### config.mk
export PLATFORM = sky130hd
export DESIGN_NAME = uart_bus_bridge
export DESIGN_NICKNAME = d
export VERILOG_FILES = /design/src/rtl/uart_bus_bridge_pkg.sv /design/src/rtl/bridge_uart_rx.sv /design/src/rtl/uart_bus_bridge.sv
export SDC_FILE = /design/constraint.sdc
export NUM_CORES = 1
export LEC_CHECK = 0
export CAP_MARGIN = 40
export CORE_ASPECT_RATIO = 0.9
export CORE_MARGIN = 8
export CORE_UTILIZATION = 35
export CTS_CLUSTER_SIZE = 30
export DETAILED_ROUTE_END_ITERATION = 8
export GPL_TIMING_DRIVEN = 0
export PLACE_DENSITY_LB_ADDON = 0.12
export SETUP_SLACK_MARGIN = 0.5
export SLEW_MARGIN = 10
export SYNTH_ARGS = -nofsm -noshare
export SYNTH_HDL_FRONTEND = slang
export SYNTH_SLANG_ARGS = --single-unit
### constraint.sdc
create_clock -name clk -period 3.4 [get_ports clk]
set_clock_uncertainty 0.1 [all_clocks]
set_input_delay 0.68 -clock clk [delete_from_list [all_inputs] [get_ports clk]]
set_output_delay 0.68 -clock clk [all_outputs]
set_load 0.02 [all_outputs]
### src/rtl/uart_bus_bridge_pkg.sv
// Shared command/response codes, state encodings and helpers for the UART debug bridge.
package uart_bus_bridge_pkg;

  localparam logic [7:0] CMD_WR  = 8'h57;
  localparam logic [7:0] CMD_RD  = 8'h52;
  localparam logic [7:0] RSP_OK  = 8'h4B;
  localparam logic [7:0] RSP_ERR = 8'h3F;

  typedef enum logic [2:0] {
    ST_IDLE,
    ST_ADDR,
    ST_DATA,
    ST_BUS,
    ST_RESP
  } parser_state_t;

  typedef enum logic [2:0] {
    RX_IDLE,
    RX_START,
    RX_DATA,
    RX_STOP,
    RX_WAIT
  } rx_state_t;

  // Down-counters run from cyc-1 to 0, so a terminal count of zero spans cyc cycles.
  function automatic logic [15:0] baud_reload(input int unsigned cyc);
    return 16'(cyc - 1);
  endfunction

endpackage

### src/rtl/bridge_uart_rx.sv
// 8N1 UART receiver: synchronizer, start-bit validation, mid-bit sampling, framing check.
//   state    | meaning
//   RX_IDLE  | line high, waiting for a falling edge
//   RX_START | half-bit wait to confirm the start bit
//   RX_DATA  | sampling 8 data bits, LSB first
//   RX_STOP  | sampling the stop bit
//   RX_WAIT  | framing error seen, waiting for the line to return high
module bridge_uart_rx
  import uart_bus_bridge_pkg::*;
#(
  parameter int unsigned BAUD_DIV = 434
) (
  input  logic       clk,
  input  logic       reset,
  input  logic       rx,
  output logic       rx_valid,
  output logic [7:0] rx_byte
);

  localparam logic [15:0] BIT_RELOAD  = baud_reload(BAUD_DIV);
  localparam logic [15:0] HALF_RELOAD = baud_reload(BAUD_DIV / 2);

  logic [1:0]  sync;
  logic        rx_s;
  rx_state_t   state;
  logic [15:0] cnt;
  logic [2:0]  bit_idx;
  logic [7:0]  shreg;

  assign rx_s = sync[1];

  always_ff @(posedge clk or negedge reset) begin
    if (!reset) begin
      sync <= 2'b11;
    end else begin
      sync <= {sync[0], rx};
    end
  end

  always_ff @(posedge clk or negedge reset) begin
    if (!reset) begin
      state    <= RX_IDLE;
      cnt      <= '0;
      bit_idx  <= '0;
      shreg    <= '0;
      rx_valid <= 1'b0;
      rx_byte  <= '0;
    end else begin
      rx_valid <= 1'b0;
      case (state)
        RX_IDLE: begin
          if (!rx_s) begin
            cnt   <= HALF_RELOAD;
            state <= RX_START;
          end
        end
        RX_START: begin
          if (cnt == 16'd0) begin
            if (!rx_s) begin
              cnt     <= BIT_RELOAD;
              bit_idx <= '0;
              state   <= RX_DATA;
            end else begin
              state <= RX_IDLE;
            end
          end else begin
            cnt <= cnt - 16'd1;
          end
        end
        RX_DATA: begin
          if (cnt == 16'd0) begin
            shreg   <= {rx_s, shreg[7:1]};
            cnt     <= BIT_RELOAD;
            bit_idx <= bit_idx + 3'd1;
            if (bit_idx == 3'd7) state <= RX_STOP;
          end else begin
            cnt <= cnt - 16'd1;
          end
        end
        RX_STOP: begin
          if (cnt == 16'd0) begin
            if (rx_s) begin
              rx_valid <= 1'b1;
              rx_byte  <= shreg;
              state    <= RX_IDLE;
            end else begin
              state <= RX_WAIT;
            end
          end else begin
            cnt <= cnt - 16'd1;
          end
        end
        RX_WAIT: begin
          if (rx_s) state <= RX_IDLE;
        end
        default: state <= RX_IDLE;
      endcase
    end
  end

endmodule

### src/rtl/uart_bus_bridge.sv
// UART-to-bus debug bridge: parses W/R command frames, issues one bus cycle, replies on UART_TX.
//   state   | meaning
//   ST_IDLE | waiting for a command byte
//   ST_ADDR | collecting 4 address bytes, MSB first
//   ST_DATA | collecting 4 write-data bytes, MSB first
//   ST_BUS  | single-cycle rd or wr strobe
//   ST_RESP | sending the response byte(s)
module uart_bus_bridge
  import uart_bus_bridge_pkg::*;
#(
  parameter int unsigned BAUD_DIV    = 434,
  parameter int unsigned TIMEOUT_CYC = 5000000
) (
  input  logic        clk,
  input  logic        reset,
  input  logic        UART_RX,
  output logic        UART_TX,
  output logic        rd,
  output logic        wr,
  output logic [31:0] addr,
  output logic [31:0] wdata,
  input  logic [31:0] rdata,
  output logic        busy
);

  localparam logic [15:0] BIT_RELOAD     = baud_reload(BAUD_DIV);
  localparam logic [31:0] TIMEOUT_RELOAD = 32'(TIMEOUT_CYC - 1);

  logic          rx_valid;
  logic [7:0]    rx_byte;

  parser_state_t state;
  logic          op_wr;
  logic [1:0]    byte_cnt;
  logic [31:0]   timer;
  logic [31:0]   resp_shift;
  logic [1:0]    resp_left;

  logic          tx_load;
  logic [7:0]    tx_byte;
  logic          tx_done;
  logic          tx_active;
  logic [15:0]   tx_cnt;
  logic [3:0]    tx_idx;
  logic [7:0]    tx_data;

  bridge_uart_rx #(
    .BAUD_DIV(BAUD_DIV)
  ) u_rx (
    .clk      (clk),
    .reset    (reset),
    .rx       (UART_RX),
    .rx_valid (rx_valid),
    .rx_byte  (rx_byte)
  );

  // Response frames are launched combinationally so the start bit follows the BUS cycle directly
  // and consecutive read bytes go out back to back.
  always_comb begin
    tx_load = 1'b0;
    tx_byte = RSP_ERR;
    case (state)
      ST_IDLE: begin
        if (rx_valid && rx_byte != CMD_WR && rx_byte != CMD_RD) tx_load = 1'b1;
      end
      ST_BUS: begin
        tx_load = 1'b1;
        tx_byte = op_wr ? RSP_OK : rdata[31:24];
      end
      ST_RESP: begin
        if (tx_done && resp_left != 2'd0) begin
          tx_load = 1'b1;
          tx_byte = resp_shift[31:24];
        end
      end
      default: ;
    endcase
  end

  assign tx_done = tx_active && (tx_cnt == 16'd0) && (tx_idx == 4'd9);

  // tx_idx: 0 = start bit, 1..8 = data bits, 9 = stop bit.
  always_ff @(posedge clk or negedge reset) begin
    if (!reset) begin
      UART_TX   <= 1'b1;
      tx_active <= 1'b0;
      tx_cnt    <= '0;
      tx_idx    <= '0;
      tx_data   <= '0;
    end else if (tx_load) begin
      UART_TX   <= 1'b0;
      tx_active <= 1'b1;
      tx_cnt    <= BIT_RELOAD;
      tx_idx    <= '0;
      tx_data   <= tx_byte;
    end else if (tx_active) begin
      if (tx_cnt == 16'd0) begin
        if (tx_idx == 4'd9) begin
          tx_active <= 1'b0;
        end else begin
          tx_idx  <= tx_idx + 4'd1;
          tx_cnt  <= BIT_RELOAD;
          UART_TX <= (tx_idx == 4'd8) ? 1'b1 : tx_data[tx_idx[2:0]];
        end
      end else begin
        tx_cnt <= tx_cnt - 16'd1;
      end
    end
  end

  always_ff @(posedge clk or negedge reset) begin
    if (!reset) begin
      state      <= ST_IDLE;
      op_wr      <= 1'b0;
      byte_cnt   <= '0;
      timer      <= '0;
      resp_shift <= '0;
      resp_left  <= '0;
      addr       <= '0;
      wdata      <= '0;
      rd         <= 1'b0;
      wr         <= 1'b0;
      busy       <= 1'b0;
    end else begin
      rd <= 1'b0;
      wr <= 1'b0;
      case (state)
        ST_IDLE: begin
          if (rx_valid) begin
            busy     <= 1'b1;
            timer    <= TIMEOUT_RELOAD;
            byte_cnt <= '0;
            if (rx_byte == CMD_WR) begin
              op_wr <= 1'b1;
              state <= ST_ADDR;
            end else if (rx_byte == CMD_RD) begin
              op_wr <= 1'b0;
              state <= ST_ADDR;
            end else begin
              resp_left <= '0;
              state     <= ST_RESP;
            end
          end
        end
        ST_ADDR: begin
          if (rx_valid) begin
            addr     <= {addr[23:0], rx_byte};
            byte_cnt <= byte_cnt + 2'd1;
            timer    <= TIMEOUT_RELOAD;
            if (byte_cnt == 2'd3) begin
              if (op_wr) begin
                state <= ST_DATA;
              end else begin
                rd    <= 1'b1;
                state <= ST_BUS;
              end
            end
          end else if (timer == 32'd0) begin
            busy  <= 1'b0;
            state <= ST_IDLE;
          end else begin
            timer <= timer - 32'd1;
          end
        end
        ST_DATA: begin
          if (rx_valid) begin
            wdata    <= {wdata[23:0], rx_byte};
            byte_cnt <= byte_cnt + 2'd1;
            timer    <= TIMEOUT_RELOAD;
            if (byte_cnt == 2'd3) begin
              wr    <= 1'b1;
              state <= ST_BUS;
            end
          end else if (timer == 32'd0) begin
            busy  <= 1'b0;
            state <= ST_IDLE;
          end else begin
            timer <= timer - 32'd1;
          end
        end
        ST_BUS: begin
          // Top byte of rdata already went to the serializer this cycle.
          if (!op_wr) resp_shift <= {rdata[23:0], 8'h00};
          resp_left <= op_wr ? 2'd0 : 2'd3;
          state     <= ST_RESP;
        end
        ST_RESP: begin
          if (tx_done) begin
            if (resp_left != 2'd0) begin
              resp_shift <= resp_shift << 8;
              resp_left  <= resp_left - 2'd1;
            end else begin
              busy  <= 1'b0;
              state <= ST_IDLE;
            end
          end
        end
        default: state <= ST_IDLE;
      endcase
    end
  end

endmodule

* Yosys cells after proc, flatten, opt, wreduce, memory -nomap -nowiden
Index checks and enable logic that the tools add are counted.
Widths: inputs -> output; s select.
** Storage, ports and cells
- Register bits :: 210
- Output and inout bits :: 68
- Bits in writable memories :: 0
- Bits in latches :: 0
- Bits in read-only memories :: 0
- Input bits :: 35
- Memories :: 0
** Cells by class
- Bitwise operators :: 0
- Div/mod/pow operators :: 0
- Eq/ne operators :: 40
- Magnitude comparators :: 1
- Shifts and indexed selects :: 0
- Multiply operators :: 0
- $add $sub $neg :: 7
- Multiplexer cells :: 92
- Reduce and logical (&&, ||, !) cells :: 37
** Operators by type and width (count)
- $mux 32 :: 6
- $mux 16 :: 9
- $pmux 32 s2 :: 2
- $pmux 16 s4 :: 1
- $mux 3 :: 20
- $logic_not 16->1 :: 2
- $logic_not 32->1 :: 1
- $sub 16x1->16 const B :: 2
- $sub 32x1->32 const B :: 1
- $mux 1 :: 30
- $pmux 3 s5 :: 2
- $ne 2x2->1 const B :: 11
- $mux 2 :: 9
- $reduce_and 6->1 :: 3
- $eq 8x7->1 const B :: 2
- $mux 4 :: 4
- $mux 8 :: 2
- $ne 2x1->1 const B :: 8
- $ne 8x7->1 const B :: 2
- $pmux 8 s2 :: 1
- $reduce_and 3->1 :: 5
- $reduce_bool 2->1 :: 7
- $eq 3x2->1 const B :: 4
- $ne 3x3->1 const B :: 4
- 23 further kinds :: 39

* Logic depth before layout (Yosys ltp)
Gate-level depths: netlist of the first run.
- Word-level depth :: 8
- Depth in mapped cells :: 9
- Depth with buffers taken out :: 7

* Hierarchy
A second synthesis of the first run with hierarchy kept.
** Second synthesis, totals
- Cells, all modules :: 885
- Area total of the unflattened synthesis :: 9893.2 um^2
** Modules (own cells, without submodules)
- uart_bus_bridge :: times used 1, area each 7790.0 um^2, cells each 689
- bridge_uart_rx :: times used 1, area each 2103.3 um^2, cells each 196

* Worst setup path after synthesis of the first run
Ideal clock, no wire load.
- Kind :: reg-to-reg
- Start point :: register u_rx.cnt[0]
- End point :: register u_rx.rx_byte[0]
- Path slack :: 609 ps
- Required time :: 3175 ps
- Buffers on the path :: 0
- Cell stages (with the launch flop) :: 8
- Arrival :: 2566 ps
- Clock period less this slack :: 2791 ps
- Cell sequence :: dfrtp_1 inv_1 ha_1 or4b_1 or3b_2 nor2_1 nor4b_4 mux2_2
** Between the ends
- Longest elaborated chain between the ends :: 2
** RTL lines
- from (decl) :: RTL line bridge_uart_rx.sv:26 : logic [15:0] cnt;
- from (signal assigned) :: RTL line bridge_uart_rx.sv:67 : cnt <= cnt - 16'd1;
- from (signal assigned) :: RTL line bridge_uart_rx.sv:77 : cnt <= cnt - 16'd1;
- from (signal assigned) :: RTL line bridge_uart_rx.sv:90 : cnt <= cnt - 16'd1;
- $logic_not 16->1 :: RTL line bridge_uart_rx.sv:81 : if (cnt == 16'd0) begin
- $reduce_and 3->1 (no source line)
- to (signal assigned) :: RTL line bridge_uart_rx.sv:84 : rx_byte <= shreg;
- to (decl) :: RTL line bridge_uart_rx.sv:17 : output logic [7:0] rx_byte
No other way between the ends.
A chain may end at the register's enable or synchronous reset.

* Worst setup path in the final report of the first run
- Start point :: register tx_cnt[7]
- End point :: register tx_idx[3]
** Between the ends
- Longest elaborated chain between the ends :: 8
** RTL lines
- from (decl) :: RTL line uart_bus_bridge.sv:43 : logic [15:0] tx_cnt;
- from (signal assigned) :: RTL line uart_bus_bridge.sv:106 : tx_cnt <= tx_cnt - 16'd1;
- $logic_not 16->1 (*) :: RTL line uart_bus_bridge.sv:80, uart_bus_bridge.sv:97
- $logic_and 1x1->1 (2 in series) :: RTL line uart_bus_bridge.sv:80 : assign tx_done = tx_active && (tx_cnt == 16'd0) && (tx_idx == 4'd9);
- $logic_and 1x1->1 :: RTL line uart_bus_bridge.sv:71 : if (tx_done && resp_left != 2'd0) begin
- $mux 1 :: RTL line uart_bus_bridge.sv:71
- $pmux 1 s3 :: RTL line uart_bus_bridge.sv:62 : case (state)
- $ne 2x2->1 (no source line) or $reduce_bool 2->1 (tied branches)
- $reduce_and 3->1 (no source line)
- to (signal assigned) :: RTL line uart_bus_bridge.sv:101 : tx_idx <= tx_idx + 4'd1;
- to (decl) :: RTL line uart_bus_bridge.sv:44 : logic [3:0] tx_idx;
Mark *: on every way between the ends. The rest lies on a longest branch, timed or not.

==> impl_metrics.prom, run 1 <==
# TYPE chip_impl_metric gauge
chip_impl_metric{name="finalSetupViolCount",unit=""} 0
chip_impl_metric{name="netlist_area_before_placement",unit="um^2"} 9650
chip_impl_info{name="path_cells",value="or4_4, or4b_4, buf_6, or3_4, or3_1, a21oi_1"} 1
chip_impl_metric{name="tritoncts.num_buffers",unit=""} 24
chip_impl_metric{name="floorplan.die_area",unit="um^2"} 33100
chip_impl_metric{name="worstPathBufferInverterCount",unit=""} 1
chip_impl_metric{name="final_design_area_excluding_fillers",unit="um^2"} 12300
chip_impl_info{name="r2r_endpoint",value="tx_idx[3]$_DFFE_PN0P_"} 1
chip_impl_metric{name="max_freq",unit="GHz"} 0.345
chip_impl_info{name="run_status",value="complete, no violations"} 1
chip_impl_metric{name="static-leakage-power",unit="uW"} 0.00551
chip_impl_metric{name="wl_per_cell",unit="um"} 17.5
chip_impl_metric{name="arrival",unit="ns"} 3.23
chip_impl_metric{name="floorplan.initialDensity",unit="%"} 35.7
chip_impl_metric{name="p_per_area",unit="nW/um^2"} 437
chip_impl_metric{name="critical_path.max_stage_delay",unit="ns"} 0.60
chip_impl_metric{name="buffer_ports.inserted",unit=""} 102
chip_impl_metric{name="grt_start_max_net_pins",unit=""} 105
chip_impl_info{name="cts_root_buffer",value="clkbuf_16"} 1
chip_impl_metric{name="drt_wl_total",unit="mm"} 24.1
chip_impl_metric{name="synthCells",unit=""} 867
chip_impl_metric{name="finish.utilization",unit="%"} 45.5
chip_impl_metric{name="layout-area-overhead-vs-synth",unit="%"} 27.6
chip_impl_metric{name="power.share.clock",unit="%"} 53.1
chip_impl_metric{name="die_y",unit="um"} 174
chip_impl_metric{name="switching_share",unit="%"} 20.4
chip_impl_metric{name="ios",unit=""} 103
chip_impl_metric{name="register_area",unit="um^2"} 5060
chip_impl_metric{name="grtUsageTotal",unit="%"} 14.6
chip_impl_metric{name="drc",unit=""} 0
chip_impl_metric{name="slew_viol_final",unit=""} 0
chip_impl_metric{name="globalplace.congestion",unit=""} 0.814
chip_impl_metric{name="ys_ff_latch",unit=""} 202
chip_impl_metric{name="regToRegSetupSlack",unit="ns"} 0.50
chip_impl_metric{name="synth_nets",unit=""} 913
chip_impl_metric{name="layout.filler_cells",unit=""} 2548
chip_impl_metric{name="async_reset_ff_share",unit="%"} 100
chip_impl_metric{name="n_antenna_cell",unit=""} 0
chip_impl_metric{name="p_seq_share",unit="%"} 44.8
chip_impl_metric{name="tightestPinTransition",unit="ns"} 0.706
chip_impl_metric{name="power.ir.vdd_worst",unit="mV"} 0.309
chip_impl_info{name="critical_path_class",value="flop to flop"} 1
chip_impl_metric{name="postPlaceCellArea",unit="um^2"} 11200
chip_impl_metric{name="post-dp-hpwl",unit="mm"} 16.5
chip_impl_metric{name="comb_power_share",unit="%"} 2.1
chip_impl_metric{name="grt_overflow_total",unit=""} 0
chip_impl_metric{name="cell_internal_pwr",unit="uW"} 4280
chip_impl_metric{name="yosysUniqueCellTypes",unit=""} 74
chip_impl_metric{name="antenna_found_initial",unit=""} 0
chip_impl_metric{name="avgSynthCellArea",unit="um^2"} 11.1
chip_impl_info{name="setup.worst_path.start_class",value="flop"} 1
chip_impl_metric{name="via_count_of_the_first_global_routing_pass",unit=""} 7286
chip_impl_info{name="critical_path.reg2reg.startpoint",value="tx_cnt[7]$_DFFE_PN0P_"} 1
chip_impl_info{name="tritoncts_clock_tree",value="built"} 1
chip_impl_info{name="worst_hold_path_type",value="input port to async pin"} 1
chip_impl_metric{name="edff_count_synth",unit=""} 0
chip_impl_metric{name="drt-vias-per-instance",unit=""} 5.29
chip_impl_metric{name="detailedRoute.firstIterationViolations",unit=""} 433
chip_impl_metric{name="floorplan.rows",unit=""} 57
chip_impl_metric{name="clkTransAtPathRegs",unit="ns"} 0.06
chip_impl_metric{name="synth_seq_area_share",unit="%"} 52.4
chip_impl_metric{name="cts.htree.levels",unit=""} 1
chip_impl_info{name="critical-path-slowest-cell",value="or4b_4"} 1
chip_impl_metric{name="drtPass1Iterations",unit=""} 5
chip_impl_info{name="critPathCaptureType",value="flop"} 1
chip_impl_metric{name="period_needed",unit="ns"} 2.90
chip_impl_metric{name="first_pass_grt_wire_length",unit="mm"} 40.5
chip_impl_metric{name="slew_headroom",unit="%"} 52.6
chip_impl_metric{name="worst_ep_required_time",unit="ns"} 3.73
chip_impl_metric{name="power_switching",unit="uW"} 1100
chip_impl_info{name="unrepaired_setup_endpoints_after_global_routing",value="yes"} 1
chip_impl_metric{name="total_of_hold_buffers_inserted_after_clock_tree_synthesis",unit=""} 0
chip_impl_metric{name="chipWidth",unit="um"} 191
chip_impl_metric{name="routed-via-count",unit=""} 7280
chip_impl_metric{name="final_antenna_net_count",unit=""} 0
chip_impl_metric{name="layout_worst_path_cycle_share",unit="%"} 85.3
chip_impl_metric{name="timing.critical_path.fanout_max",unit=""} 10
chip_impl_metric{name="place_ws",unit="ns"} 0.257
chip_impl_metric{name="yosys_warnings",unit=""} 0
chip_impl_metric{name="worst_skew_pair_latency",unit="ns"} 0.53
chip_impl_metric{name="rr_worst_depth",unit=""} 6
chip_impl_metric{name="design.final.nets",unit=""} 1052
chip_impl_metric{name="multiInputGateArea",unit="um^2"} 4460
chip_impl_metric{name="design.core.area",unit="um^2"} 27000
chip_impl_metric{name="final-hold-violation-count",unit=""} 0
chip_impl_metric{name="cts.sinks",unit=""} 202
chip_impl_metric{name="final_layout_size_suffix_gt1_share",unit="%"} 21.7
chip_impl_info{name="synth_ff_type",value="dfrtp_1"} 1
chip_impl_info{name="kind_of_cell_with_the_highest_combined_delay_on_the_critical_path",value="simple AND/OR/NAND/NOR gates"} 1
chip_impl_metric{name="drv_cap",unit=""} 0
chip_impl_metric{name="fin_ws",unit="ns"} 0.500
chip_impl_metric{name="clk_path_buf_depth",unit=""} 3
how the worst max path moves through the flow:
stage | start | end | slack, ns | cells after the start
floorplan | u_rx.cnt[0]$_DFFE_PN0P_ | u_rx.rx_byte[0]$_DFFE_PN0P_ | 0.61 | 7
global placement | reset | wdata[26]$_DFFE_PN0P_ | -7.57 | 1
detailed placement | state[1]$_DFFE_PN0P_ | tx_cnt[8]$_DFFE_PN0P_ | 0.26 | 7
CTS | tx_cnt[6]$_DFFE_PN0P_ | tx_cnt[8]$_DFFE_PN0P_ | 0.50 | 6
global route | tx_cnt[1]$_DFFE_PN0P_ | tx_cnt[0]$_DFFE_PN0P_ | 0.44 | 8
finish | tx_cnt[7]$_DFFE_PN0P_ | tx_idx[3]$_DFFE_PN0P_ | 0.50 | 6
power by group through the flow:
stage	clock [uW]	combinational [uW]	sequential [uW]
2_1_floorplan	0	12.4	2450
5_1_grt	3050	128	2410
3_5_place_dp	0	118	2450
3_3_place_gp	0	110	2450
4_1_cts	2930	118	2410
6_report	2860	112	2410
layout make-up:
cell class | count | area share (%)
buffer | 44 | 1.75
clock buffer | 33 | 5.72
clock inverter | 10 | 1.54
inverter | 21 | 0.640
multi-input combinational | 600 | 36.2
sequential | 202 | 41.1
tap | 354 | 3.60
timing repair buffer | 113 | 9.41
synth_stat cells (all sizes together), types with 9 or more instances:
library cell / count / area [um^2]
o21ai: 27 / 135
nor3: 18 / 95.1
nor4: 16 / 121
a22o: 9 / 78.8
clkbuf: 31 / 116
nor2: 46 / 175
or2: 9 / 56.3
o31ai: 15 / 113
mux2i: 12 / 120
nand2b: 9 / 56.3
mux2: 98 / 1100
nand2: 82 / 308
or4: 22 / 176
dfrtp: 199 / 4980
a21oi: 45 / 225
xor2: 11 / 96.3
nand3: 20 / 100
ha: 11 / 138
inv: 21 / 78.8
or3: 29 / 186
buf: 13 / 73.8
a31oi: 10 / 62.6
repair_timing:
| action | 4_1_cts | 5_1_grt |
|---|---|---|
| setup buffers | 4 | 4 |
| pin swaps | 3 | 1 |
| endpoints found under the hold margin | 0 | 0 |
| resized for setup | 16 | 32 |
| setup endpoints to repair | 64 | 99 |
kinds of logic after synthesis:
family	synth area share, %
fa+ha+maj	1.53
flops	52.4
simple gates	16.7
mux	13.1
xor+xnor	1.72
buf+inv	2.79
compound gates	11.7
cells in the final DEF (no fill, tap or decap), types with 10 or more instances in the layout:
cell,count
mux2_2,98
o31ai_1,13
nor2_1,44
a21oi_1,45
or3_1,28
clkdlybuf4s50_1,101
dfrtp_1,197
mux2i_1,12
a31oi_1,10
or4_1,19
xor2_1,11
nand3_1,20
buf_4,10
ha_1,10
nor4_1,11
nor3_1,15
clkbuf_16,24
clkbuf_1,26
nand2_1,82
o21ai_0,26
inv_1,21
stage by stage:
stage          hold slack, ns  power [uW]  TNS (ns)  std cells
3_5_place_dp            0.247        2570         0       1326
3_3_place_gp            0.247        2560  -1516.88       1323
2_1_floorplan           0.245        2460         0        867
6_report               0.0561        5380         0       1377
4_1_cts                0.0903        5460         0       1373
5_1_grt                0.0791        5580         0       1377
state kept, by name, indices dropped and copies added (netlist names), 2 cells and up:
name and cells:
u_rx.state 3, u_rx.rx_byte 8, byte_cnt 2, tx_idx 4, state 3, tx_cnt 16
u_rx.cnt 16, addr 32, timer 32, tx_data 8, resp_shift 24, u_rx.bit_idx 3
wdata 32, u_rx.sync 2, u_rx.shreg 8, resp_left 2
layer usage:
metal	wire [um]	global-route usage, %
met3	1050	3.06
met1	11400	20.4
met2	11200	23.0
met5	0	0
met4	382	2.84
Note: power is estimated with default switching activity, not from simulation.
==> run 2, diff against run 1 <==
--- a/config.mk
+++ b/config.mk
@@ -7,7 +7,7 @@
 export LEC_CHECK = 0
 export CAP_MARGIN = 40
 export CORE_ASPECT_RATIO = 0.9
-export CORE_MARGIN = 8
+export CORE_MARGIN = 2
 export CORE_UTILIZATION = 35
 export CTS_CLUSTER_SIZE = 30
 export DETAILED_ROUTE_END_ITERATION = 8
==> constraint.sdc (replaced) <==
create_clock -name clk -period 3.4 [get_ports clk]
set_clock_uncertainty 0.1 [all_clocks]
set_input_delay 0.51 -clock clk [delete_from_list [all_inputs] [get_ports clk]]
set_output_delay 0.51 -clock clk [all_outputs]
set_load 0.02 [all_outputs]
==> impl_metrics.prom, run 2 (synthesis results as in run 1) <==
# TYPE chip_impl_metric gauge
chip_impl_metric{name="finish.utilization",unit="%"} 45.6
chip_impl_metric{name="multiInputGateArea",unit="um^2"} 4480
chip_impl_metric{name="final_layout_size_suffix_gt1_share",unit="%"} 21.8
chip_impl_info{name="critPathCaptureType",value="flop"} 1
chip_impl_metric{name="design.final.nets",unit=""} 1058
chip_impl_metric{name="fin_total_pwr",unit="uW"} 5150
chip_impl_metric{name="placed_cells_incl_taps",unit=""} 1326
chip_impl_metric{name="drt_wl_total",unit="mm"} 23.8
chip_impl_metric{name="max_freq",unit="GHz"} 0.352
chip_impl_metric{name="layout_worst_path_cycle_share",unit="%"} 83.6
chip_impl_metric{name="p_per_area",unit="nW/um^2"} 418
chip_impl_metric{name="fin_ws",unit="ns"} 0.556
chip_impl_metric{name="finalSetupViolCount",unit=""} 0
chip_impl_metric{name="n_antenna_cell",unit=""} 0
chip_impl_metric{name="die_y",unit="um"} 162
chip_impl_metric{name="floorplan.initialDensity",unit="%"} 35.7
chip_impl_metric{name="stdcell_count",unit=""} 1383
chip_impl_metric{name="routed-via-count",unit=""} 7233
chip_impl_metric{name="design.core.area",unit="um^2"} 27000
chip_impl_metric{name="grt_start_max_net_pins",unit=""} 99
chip_impl_info{name="layout.cells.most_common",value="dfrtp_1"} 1
chip_impl_metric{name="grt_overflow_total",unit=""} 0
chip_impl_info{name="worst_hold_path_type",value="flop to flop"} 1
chip_impl_info{name="setup.worst_path.start_class",value="flop"} 1
chip_impl_metric{name="worst_skew_pair_latency",unit="ns"} 0.52
chip_impl_metric{name="drtPass1Iterations",unit=""} 4
chip_impl_metric{name="wl_per_cell",unit="um"} 17.2
chip_impl_info{name="unrepaired_setup_endpoints_after_global_routing",value="yes"} 1
chip_impl_metric{name="clk_path_buf_depth",unit=""} 3
chip_impl_info{name="mostFrequentLayoutCells",value="dfrtp_1 (197), clkdlybuf4s50_1 (101), mux2_2 (98)"} 1
chip_impl_metric{name="worst_ep_required_time",unit="ns"} 3.74
chip_impl_metric{name="post-dp-hpwl",unit="mm"} 16.2
chip_impl_metric{name="place_ws",unit="ns"} 0.233
chip_impl_metric{name="detailedRoute.firstIterationViolations",unit=""} 379
chip_impl_metric{name="tightestPinTransition",unit="ns"} 0.700
chip_impl_metric{name="arrival",unit="ns"} 3.19
chip_impl_metric{name="grtUsageTotal",unit="%"} 16.5
chip_impl_metric{name="floorplan.rows",unit=""} 57
chip_impl_info{name="run_status",value="complete, no violations"} 1
chip_impl_metric{name="period_needed",unit="ns"} 2.84
chip_impl_metric{name="final-hold-violation-count",unit=""} 0
chip_impl_metric{name="clkTransAtPathRegs",unit="ns"} 0.06
chip_impl_metric{name="tritoncts.num_buffers",unit=""} 24
chip_impl_metric{name="antenna_found_initial",unit=""} 0
chip_impl_info{name="cts_root_buffer",value="clkbuf_16"} 1
chip_impl_metric{name="first_pass_grt_wire_length",unit="mm"} 38.9
chip_impl_metric{name="drv_cap",unit=""} 0
chip_impl_metric{name="buffer_ports.inserted",unit=""} 102
chip_impl_metric{name="timing.critical_path.fanout_max",unit=""} 5
chip_impl_metric{name="globalplace.congestion",unit=""} 0.782
chip_impl_metric{name="layout-area-overhead-vs-synth",unit="%"} 27.7
chip_impl_metric{name="power.ir.vdd_worst",unit="mV"} 0.355
chip_impl_metric{name="drc",unit=""} 0
chip_impl_metric{name="slew_viol_final",unit=""} 0
chip_impl_info{name="top_registers",value="addr (32), timer (32), wdata (32)"} 1
chip_impl_metric{name="register_area",unit="um^2"} 5060
chip_impl_metric{name="ios",unit=""} 103
chip_impl_metric{name="chipWidth",unit="um"} 179
chip_impl_metric{name="cts.htree.levels",unit=""} 1
chip_impl_metric{name="static-leakage-power",unit="uW"} 0.00550
chip_impl_info{name="critical_path_class",value="flop to flop"} 1
chip_impl_metric{name="slew_headroom",unit="%"} 53.0
chip_impl_metric{name="final_antenna_net_count",unit=""} 0
chip_impl_info{name="tritoncts_clock_tree",value="built"} 1
chip_impl_metric{name="layout.filler_cells",unit=""} 2549
chip_impl_metric{name="via_count_of_the_first_global_routing_pass",unit=""} 7141
chip_impl_metric{name="floorplan.die_area",unit="um^2"} 28900
chip_impl_metric{name="drt-vias-per-instance",unit=""} 5.23
chip_impl_metric{name="cts.sinks",unit=""} 202
==> run 2: cell type report <==
class,instances,share of cell area (%)
flip-flops and latches,202,41.1
clock inverters,6,0.772
multi-input cells,600,36.3
plain buffers,44,1.92
well taps,354,3.59
clock buffers,37,5.84
inverters,21,0.640
repair buffers,119,9.83
==> run 2: per-stage QoR <==
step / setup TNS, ns / hold WS [ns] / instance area, um^2
final: 0 / 0.260 / 12300
after global routing: 0 / 0.262 / 12300
after CTS: 0 / 0.262 / 12100
after detailed placement: 0 / 0.253 / 11200
after global placement: -1470.27 / 0.246 / 11100
after floorplan: 0 / 0.114 / 9650
==> run 2: worst max-delay path, stage by stage (launching register included) <==
cell and delay, ns:
dfrtp_2 0.43, or4_4 0.56, or4b_4 0.62, buf_8 0.17, or3_4 0.41, or3_1 0.35, a21oi_1 0.14
==> run 2: worst paths after layout <==
check / startpoint / end / slack [ns] / cells after the start
hold / removal: u_rx.sync[0]$_DFF_PN1_ / u_rx.sync[1]$_DFF_PN1_ / 0.26 / 0
min in group asynchronous: reset / tx_cnt[8]$_DFFE_PN0P_ / 0.38 / 2
setup reg to reg: tx_cnt[7]$_DFFE_PN0P_ / tx_idx[3]$_DFFE_PN0P_ / 0.56 / 6
setup / recovery: tx_cnt[7]$_DFFE_PN0P_ / tx_idx[3]$_DFFE_PN0P_ / 0.56 / 6
max in group asynchronous: reset / u_rx.sync[0]$_DFF_PN1_ / 1.68 / 4
hold reg to reg: u_rx.sync[0]$_DFF_PN1_ / u_rx.sync[1]$_DFF_PN1_ / 0.26 / 0
==> run 2: timing repair <==
item / CTS / global route
setup buffers: 3 / 9
endpoints found under the setup margin: 66 / 112
hold endpoints to repair: 46 / 0
resized for setup: 18 / 38
cloned: 0 / 1
pin swaps: 2 / 2
hold buffers: 1 / 0
==> run 2: per-layer routing <==
layer | part of all wire, % | GRT usage [%] | vias to the layer above
li1 | - | - | 3497
met1 | 48 | 24.1 | 3616
met2 | 47 | 25.6 | 93
met3 | 3.6 | 3.04 | 27
met4 | 1.6 | 3.36 | 0
met5 | 0 | 0 | -
==> run 2: report_power, final <==
part	internal (uW)	leakage, uW	switching [uW]	total, uW
clock	1610	0.000401	1020	2630
combinational	47.6	0.00243	65.4	113
sequential	2410	0.00267	1.15	2410
